--- src/rtl/dac_adc_sweep.sv ---
// dac_adc_sweep: linear DAC code sweep with averaged ADC readback.
//   For each of npts points: strobe the DAC controller with the current code,
//   wait for its end flag, hold settle cycles, then average 2^NAVG_LOG2 ADC
//   conversions and offer the result on a valid/ready handshake.
// Ports:
//   clk_i, rst_i (async, active low)
//   start_i, abort_i                  : sweep control
//   code_start_i, code_step_i, npts_i,
//   settle_i                          : sweep config, latched on start
//   stdac_o, dac_code_o, eodac_i      : DAC controller interface
//   stadc_o, eoadc_i, adc_data_i      : ADC controller interface
//   avg_o, idx_o, valid_o, ready_i    : result stream
//   busy_o, done_o                    : status
// Optional: define DAC_ADC_TIMEOUT_EN to bound the DAC/ADC waits (param TMO_W,
//   output err_o pulses when a wait times out).
module dac_adc_sweep #(
  parameter int DAC_W     = 12,
  parameter int ADC_W     = 12,
  parameter int NAVG_LOG2 = 2,
  parameter int NPTS_W    = 8,
  parameter int SETTLE_W  = 8
`ifdef DAC_ADC_TIMEOUT_EN
  , parameter int TMO_W   = 16
`endif
) (
  input  logic                clk_i,
  input  logic                rst_i,
  input  logic                start_i,
  input  logic                abort_i,
  input  logic [DAC_W-1:0]    code_start_i,
  input  logic [DAC_W-1:0]    code_step_i,
  input  logic [NPTS_W-1:0]   npts_i,
  input  logic [SETTLE_W-1:0] settle_i,
  output logic                stdac_o,
  output logic [DAC_W-1:0]    dac_code_o,
  input  logic                eodac_i,
  output logic                stadc_o,
  input  logic                eoadc_i,
  input  logic [ADC_W-1:0]    adc_data_i,
  output logic [ADC_W-1:0]    avg_o,
  output logic [NPTS_W-1:0]   idx_o,
  output logic                valid_o,
  input  logic                ready_i,
  output logic                busy_o,
  output logic                done_o
`ifdef DAC_ADC_TIMEOUT_EN
  , output logic              err_o
`endif
);

  localparam int ACC_W  = ADC_W + NAVG_LOG2;
  localparam int CNT_W  = NAVG_LOG2 + 1;
  localparam int NSMP_I = 1 << NAVG_LOG2;

  typedef enum logic [3:0] {
    S_IDLE, S_DAC_ST, S_DAC_GAP, S_DAC_WAIT, S_SETTLE,
    S_ADC_ST, S_ADC_GAP, S_ADC_WAIT, S_OUT
  } state_t;

  state_t              r_state, w_nxt;
  logic [DAC_W-1:0]    r_code, r_step;
  logic [NPTS_W-1:0]   r_npts, r_idx, r_idx_o;
  logic [SETTLE_W-1:0] r_settle, r_scnt;
  logic [ACC_W-1:0]    r_acc;
  logic [CNT_W-1:0]    r_cnt;
  logic [ADC_W-1:0]    r_avg;
  logic                r_done;

  logic [ACC_W-1:0]    w_acc_nxt;
  logic [CNT_W-1:0]    w_cnt_nxt;
  logic                w_last_smp, w_last_pt;

  assign w_acc_nxt  = r_acc + ACC_W'(adc_data_i);
  assign w_cnt_nxt  = r_cnt + CNT_W'(1);
  assign w_last_smp = (w_cnt_nxt == CNT_W'(NSMP_I));
  assign w_last_pt  = (r_idx == r_npts - NPTS_W'(1));

`ifdef DAC_ADC_TIMEOUT_EN
  logic [TMO_W-1:0] r_tmo, w_tmo_nxt;
  logic             w_wait, w_tmo_hit, r_err;

  // counter only runs while a wait is still outstanding; any other state clears it
  assign w_wait    = ((r_state == S_DAC_WAIT) && !eodac_i) ||
                     ((r_state == S_ADC_WAIT) && !eoadc_i);
  assign w_tmo_nxt = r_tmo + TMO_W'(1);
  assign w_tmo_hit = w_wait && (w_tmo_nxt == {TMO_W{1'b1}});
  assign err_o     = r_err;

  always_ff @(posedge clk_i or negedge rst_i) begin
    if (!rst_i) begin
      r_tmo <= '0;
      r_err <= 1'b0;
    end else begin
      r_tmo <= w_wait ? w_tmo_nxt : '0;
      r_err <= w_tmo_hit && !abort_i;
    end
  end
`endif

  always_comb begin
    w_nxt = r_state;
    case (r_state)
      S_IDLE:     if (start_i && (npts_i != '0)) w_nxt = S_DAC_ST;
      S_DAC_ST:   w_nxt = S_DAC_GAP;
      S_DAC_GAP:  w_nxt = S_DAC_WAIT;  // stale eodac_i from previous transfer ignored
      S_DAC_WAIT: if (eodac_i) w_nxt = (r_settle == '0) ? S_ADC_ST : S_SETTLE;
      S_SETTLE:   if (r_scnt <= SETTLE_W'(1)) w_nxt = S_ADC_ST;
      S_ADC_ST:   w_nxt = S_ADC_GAP;
      S_ADC_GAP:  w_nxt = S_ADC_WAIT;
      S_ADC_WAIT: if (eoadc_i) w_nxt = w_last_smp ? S_OUT : S_ADC_ST;
      S_OUT:      if (ready_i) w_nxt = w_last_pt ? S_IDLE : S_DAC_ST;
      default:    w_nxt = S_IDLE;
    endcase
`ifdef DAC_ADC_TIMEOUT_EN
    if (w_tmo_hit) w_nxt = S_IDLE;
`endif
    if (abort_i) w_nxt = S_IDLE;
  end

  always_ff @(posedge clk_i or negedge rst_i) begin
    if (!rst_i) r_state <= S_IDLE;
    else        r_state <= w_nxt;
  end

  always_ff @(posedge clk_i or negedge rst_i) begin
    if (!rst_i) begin
      r_code   <= '0;
      r_step   <= '0;
      r_npts   <= '0;
      r_settle <= '0;
      r_scnt   <= '0;
      r_idx    <= '0;
      r_idx_o  <= '0;
      r_acc    <= '0;
      r_cnt    <= '0;
      r_avg    <= '0;
      r_done   <= 1'b0;
    end else begin
      r_done <= 1'b0;
      case (r_state)
        S_IDLE: if (start_i && !abort_i) begin
          r_code   <= code_start_i;
          r_step   <= code_step_i;
          r_npts   <= npts_i;
          r_settle <= settle_i;
          r_idx    <= '0;
          r_acc    <= '0;
          r_cnt    <= '0;
          r_done   <= (npts_i == '0);  // empty sweep completes immediately
        end
        S_DAC_WAIT: if (eodac_i) r_scnt <= r_settle;
        S_SETTLE:   r_scnt <= r_scnt - SETTLE_W'(1);
        S_ADC_WAIT: if (eoadc_i && !abort_i) begin
          r_acc <= w_acc_nxt;
          r_cnt <= w_cnt_nxt;
          if (w_last_smp) begin
            r_avg   <= w_acc_nxt[ACC_W-1:NAVG_LOG2];  // truncating divide by 2^NAVG_LOG2
            r_idx_o <= r_idx;
          end
        end
        S_OUT: if (ready_i && !abort_i) begin
          if (w_last_pt) r_done <= 1'b1;
          else begin
            r_code <= r_code + r_step;
            r_idx  <= r_idx + NPTS_W'(1);
            r_acc  <= '0;
            r_cnt  <= '0;
          end
        end
        default: ;
      endcase
    end
  end

  assign stdac_o    = (r_state == S_DAC_ST);
  assign stadc_o    = (r_state == S_ADC_ST);
  assign valid_o    = (r_state == S_OUT);
  assign busy_o     = (r_state != S_IDLE);
  assign done_o     = r_done;
  assign dac_code_o = r_code;
  assign avg_o      = r_avg;
  assign idx_o      = r_idx_o;

endmodule

--- config.mk ---
export PLATFORM = sky130hd
export DESIGN_NAME = dac_adc_sweep
export DESIGN_NICKNAME = d
export VERILOG_FILES = /design/src/rtl/dac_adc_sweep.sv
export SDC_FILE = /design/constraint.sdc
export NUM_CORES = 1
export LEC_CHECK = 0
export CAP_MARGIN = 0
export CORE_MARGIN = 2
export CORE_UTILIZATION = 54
export DETAILED_ROUTE_END_ITERATION = 12
export GPL_ROUTABILITY_DRIVEN = 0
export PLACE_DENSITY = 0.92
export REMOVE_ABC_BUFFERS = 1
export SYNTH_ARGS = -nofsm -noshare
export SYNTH_HDL_FRONTEND = slang
export SYNTH_SLANG_ARGS = --single-unit
export TNS_END_PERCENT = 10
--- constraint.sdc ---
create_clock -name clk_i -period 2.7 [get_ports clk_i]
set_input_delay 0.54 -clock clk_i [delete_from_list [all_inputs] [get_ports clk_i]]
set_output_delay 0.54 -clock clk_i [all_outputs]
set_load 0.005 [all_outputs]
### Word-level counts from Yosys, hierarchy flattened

Index checks and enable logic that the tools add are counted.

| storage, ports and cells | value |
|---|---|
| register bits after elaboration | 98 |

| operators by class | value |
|---|---|
| $add $sub $neg | 6 |
| magnitude comparators | 1 |
| eq/ne operators | 20 |
| muxes and demuxes | 34 |
| reduce and logical (&&, ||, !) cells | 19 |

Operator list:

| kind | count |
|---|---|
| 2-to-1 mux 14 bit | 4 |
| case mux 14 bit (3 select lines) | 1 |
| 2-to-1 mux 12 bit | 3 |
| case mux 4 bit (9 select lines) | 1 |
| 2-to-1 mux 8 bit | 4 |
| case mux 8 bit (2 select lines) | 2 |
| 2-to-1 mux 4 bit | 7 |
| case mux 12 bit (2 select lines) | 1 |
| equality test 4 x 3 -> 1 bit, second input constant | 4 |
| logical NOT 8 bit | 2 |
| subtractor 8 x 1 -> 8 bit, second input constant | 2 |
| adder 14 x 12 -> 14 bit | 1 |
| adder 12 bit | 1 |
| 2-to-1 mux 3 bit | 4 |
| != test 3 bit, second input constant | 4 |
| AND reduction 5 bit | 2 |
| case mux 3 bit (3 select lines) | 1 |
| adder 8 x 1 -> 8 bit, second input constant | 1 |
| equality test 4 x 2 -> 1 bit, second input constant | 2 |
| equality test 8 bit | 1 |
| <= comparator 8 x 1 -> 1 bit, second input constant | 1 |
| != test 2 bit, second input constant | 4 |
| nonzero test 8 bit | 1 |
| 2-to-1 mux 1 bit | 5 |
| other kinds (16) | 21 |

### Depth between registers and ports, before layout

| depth | value |
|---|---|
| word-level depth | 6 |
| depth in mapped cells | 10 |
| mapped depth without buffers | 10 |

### Worst setup path before layout

Ideal clock, no wire load.

| timing | value |
|---|---|
| path type | input-to-reg |
| start point | input port adc_data_i[0] |
| end point | register r_avg[10], in the netlist avg_o[10] |
| setup time | 137 ps |
| arrival | 2388 ps |
| data required time | 2563 ps |
| slack | 175 ps |
| stages on the path | 9 |
| path buffers | 0 |
| cell sequence | ha_1 fa_1 a21o_1 a31oi_1 o221ai_1 o31ai_1 o21a_1 xor2_1 o21ai_0 |

| on the way | value |
|---|---|
| word-level cells in the longest chain between the ends | 1 |

Ends and longest elaborated chain:

| what | RTL line | source |
|---|---|---|
| start, declared | 39 | `input logic [ADC_W-1:0] adc_data_i,` |
| adder 14 x 12 -> 14 bit | 73 | `assign w_acc_nxt = r_acc + ACC_W'(adc_data_i);` |
| end signal, assigned | 157 | `r_avg <= w_acc_nxt[ACC_W-1:NAVG_LOG2];` |
| end, declared | 66 | `logic [ADC_W-1:0] r_avg;` |

No other way between the ends.
A chain may end at the register's enable or synchronous reset.

### Worst setup path after layout

| timing | value |
|---|---|
| start point | input port adc_data_i[0] |
| end point | register r_avg[8], in the netlist avg_o[8] |

The elaborated chain is that of the path after synthesis.

==> run_summary.xml <==
<?xml version="1.0" encoding="UTF-8"?>
<metrics>
  <group name="routing">
    <metric name="route.detailed.vias_per_inst" unit="">5.92</metric>
    <metric name="routed_wire_length_per_instance" unit="µm">17.3</metric>
    <metric name="drt_iter0_markers" unit="">202</metric>
    <metric name="drc_errors" unit="">0</metric>
    <metric name="routed_wl" unit="mm">14.0</metric>
    <metric name="drt-pass1-iter-count" unit="">5</metric>
    <metric name="drt.antenna.violating_nets" unit="">0</metric>
    <metric name="vias" unit="">4792</metric>
  </group>
  <group name="power">
    <metric name="power_density" unit="nW/µm²">803</metric>
    <metric name="static-leakage-power" unit="nW">3.10</metric>
    <metric name="irDropWorstVdd" unit="mV">0.590</metric>
  </group>
  <group name="die">
    <metric name="initial_utilization" unit="%">55.1</metric>
    <metric name="io_pins" unit="">96</metric>
    <metric name="die_boundary_width" unit="µm">106</metric>
    <metric name="die_area" unit="µm²">11300</metric>
    <metric name="fp.dieH" unit="µm">106</metric>
    <metric name="core.rowCount" unit="">37</metric>
    <metric name="core_area" unit="µm²">10300</metric>
  </group>
  <group name="placement">
    <metric name="port-buffer-count" unit="">95</metric>
    <metric name="detailedPlacementHpwl" unit="mm">10.2</metric>
    <metric name="post-place-cells" unit="">794</metric>
    <metric name="dpl_cell_area" unit="µm²">6880</metric>
  </group>
  <group name="sta">
    <metric name="worst_slew_margin_rel" unit="%">58.5</metric>
    <metric name="final.min_clock_period" unit="ns">2.62</metric>
    <metric name="grt_setup_unrepaired" unit="">true</metric>
    <metric name="slew_viol_final" unit="">0</metric>
    <metric name="setup_viol_count_final" unit="">0</metric>
    <metric name="peak_freq" unit="MHz">382</metric>
    <metric name="hold_viol" unit="">0</metric>
    <metric name="fin_tns_setup" unit="ns">0</metric>
    <metric name="final_min_period_over_clock_period" unit="%">96.9</metric>
    <metric name="fin_worst_skew" unit="ns">0.0118</metric>
    <metric name="worst-slew-pin-transition" unit="ns">0.617</metric>
  </group>
  <group name="setup_path">
    <metric name="setup.worst_path.class" unit="">in2reg</metric>
    <metric name="path_max_fanout" unit="">2</metric>
    <metric name="timing.critical_path.required" unit="ns">2.97</metric>
    <metric name="setup.worst_path.start_class" unit="">input pin</metric>
    <metric name="crit_arrival" unit="ns">2.89</metric>
    <metric name="reg2regPathDepth" unit="">7</metric>
    <metric name="worstSetupEndpointType" unit="">flip-flop</metric>
  </group>
  <group name="global_route">
    <metric name="track_usage" unit="%">25.6</metric>
    <metric name="grt_pass1_wl" unit="mm">23.1</metric>
    <metric name="first_global_vias" unit="">5016</metric>
    <metric name="grt_max_degree" unit="">43</metric>
    <metric name="overflow" unit="">0</metric>
    <metric name="antenna_found_initial" unit="">0</metric>
  </group>
  <group name="synthesis">
    <metric name="synth_edf_count" unit="">0</metric>
    <metric name="netlist_instances" unit="">556</metric>
    <metric name="synth_seq_area_share" unit="%">43.3</metric>
    <metric name="synth.largest_area_cell" unit="">dfrtp_1</metric>
    <metric name="synthTopCellsByArea" unit="">dfrtp_1 (43%), mux2_2 (8.5%), ha_1 (6.4%)</metric>
    <metric name="netlist_area" unit="µm²">5670</metric>
    <metric name="proportion_of_register_bits_with_asynchronous_set_or_reset_after_synthesis" unit="%">100</metric>
    <metric name="synth.distinct_cells" unit="">67</metric>
    <metric name="synthMostInstantiatedCell" unit="">dfrtp_1</metric>
    <metric name="avgSynthCellArea" unit="µm²">10.2</metric>
    <metric name="ys_ff_latch" unit="">98</metric>
    <metric name="ys_top_cells_by_count" unit="">dfrtp_1 (98), nor2_1 (50), nand2_1 (49)</metric>
    <metric name="synth_warnings" unit="">0</metric>
    <metric name="ys_dominant_reg_cell" unit="">dfrtp_1</metric>
    <metric name="synth_top_cell_area_share" unit="%">43.3</metric>
  </group>
  <group name="clock_tree">
    <metric name="clock_latency" unit="ns">0.38</metric>
    <metric name="worst_setup_hold_path_clk_slew" unit="ns">0.09</metric>
    <metric name="cts_sinks" unit="">98</metric>
    <metric name="post-cts-setup-buffers" unit="">0</metric>
    <metric name="cts.path.max_buffers" unit="">2</metric>
    <metric name="htree_levels" unit="">3</metric>
    <metric name="holdBufCountCts" unit="">0</metric>
    <metric name="tritoncts" unit="">done</metric>
    <metric name="cts_made_buffers" unit="">9</metric>
    <metric name="ctsRootBufferMaster" unit="">clkbuf_8</metric>
  </group>
  <group name="cells_and_area">
    <metric name="layout-drive-gt1-share" unit="%">16.9</metric>
    <metric name="finish.instance_area" unit="µm²">7090</metric>
    <metric name="design.final.nets" unit="">759</metric>
    <metric name="syn_to_final_growth" unit="%">25.2</metric>
    <metric name="antenna-diode-count" unit="">0</metric>
    <metric name="instances_no_fill" unit="">810</metric>
  </group>
  <group name="run_status">
    <metric name="status" unit="">complete, no violations</metric>
  </group>
  <group name="min_path">
    <metric name="hold_class" unit="">in2async</metric>
  </group>
  <group name="run">
    <metric name="max-cap-violations" unit="">0</metric>
  </group>
</metrics>
-- routing by layer --
layer  GRT usage (%)  wire [µm]
met1            30.4       5620
met2            44.4       7180
met3            5.70        841
met4            11.1        378
met5               0          0
-- timing repair --
action,CTS,global route
resized for setup,0,5
hold endpoints to repair,0,0
endpoints found under the setup margin,0,6
-- worst paths after layout --
path                                              endpoint  slack, ns                      start
max in group asynchronous            r_step[7]$_DFFE_PN0P_       1.83                      rst_i
worst max register to register  dac_code_o[11]$_DFFE_PN0P_       0.20  dac_code_o[1]$_DFFE_PN0P_
worst min-delay path                  r_acc[7]$_DFFE_PN0P_       0.15                      rst_i
min in group clk_i                    idx_o[2]$_DFFE_PN0P_       0.49       idx_o[2]$_DFFE_PN0P_
worst max-delay path                  avg_o[8]$_DFFE_PN0P_       0.08              adc_data_i[0]
worst min register to register        idx_o[2]$_DFFE_PN0P_       0.49       idx_o[2]$_DFFE_PN0P_
-- worst max-delay path, stage by stage --
cell	delay, ns
clkdlybuf4s50_1	0.40
ha_1	0.22
fa_1	0.41
a21o_1	0.20
a31oi_2	0.24
o221ai_2	0.17
o31ai_2	0.23
buf_4	0.15
xnor2_1	0.06
mux2_2	0.26
-- placed cells by master (no fill, tap or decap), drive strengths merged, types with 5 or more instances in the layout --
master,synthesis,routed
a21o,7,7
nand2,49,49
nor4,6,6
a31oi,10,10
inv,19,18
nor2,51,51
nand3,11,11
clkdlybuf4s50,0,94
a21oi,30,30
nand2b,7,7
xor2,15,15
clkbuf,10,14
o21ai,34,34
nor3,16,16
a22o,14,14
ha,29,29
dfrtp,98,98
mux2,43,43
buf,10,28
xnor2,19,19
nor2b,5,5
-- power by group --
part / internal, mW / switching (mW) / leakage [nW] / total, mW
combinational: 1.28 / 1.29 / 1.75 / 2.56
sequential: 1.84 / 0.386 / 1.25 / 2.22
clock: 0.409 / 0.496 / 0.0965 / 0.906
-- area by class of cell --
type | instances | area, µm²
Fill cell | 762 | 3180
Multi-Input combinational cell | 419 | 3040
Sequential cell | 98 | 2450
Timing Repair Buffer | 122 | 1180
Clock buffer | 14 | 173
Tap cell | 136 | 170
Inverter | 19 | 75.1
Clock inverter | 2 | 10.0
-- registers in the layout (all words and copies together) (netlist names), 8 cells and up --
name        count
r_acc          14
r_settle        8
dac_code_o     12
r_npts          8
r_idx           8
avg_o          12
idx_o           8
r_scnt          8
r_step         12
-- cell families (layout without fill, tap and decap cells) --
kind of cell    count (synthesis)  in the layout  share of synthesized area [%]
buf+inv                        39            157                           3.60
xor+xnor                       34             34                           5.26
mux                            46             46                           9.08
compound gates                130            130                           15.9
simple gates                  178            178                           15.8
flops                          98             98                           43.3
fa+ha+maj                      31             31                           7.11
-- metrics by stage --
stage               hold WS (ns)  worst slack [ns]  utilization, %  total power, mW
floorplan                  0.244             -1.29               -             3.91
global placement           0.462            -0.343            67.0             4.57
detailed placement         0.475            -0.401            67.0             4.75
CTS                        0.143            0.0126            68.8             5.67
global route               0.178           -0.0650            69.0             6.12
finish                     0.147            0.0841            69.0             5.69
Note: power is estimated with default switching activity, not from simulation.
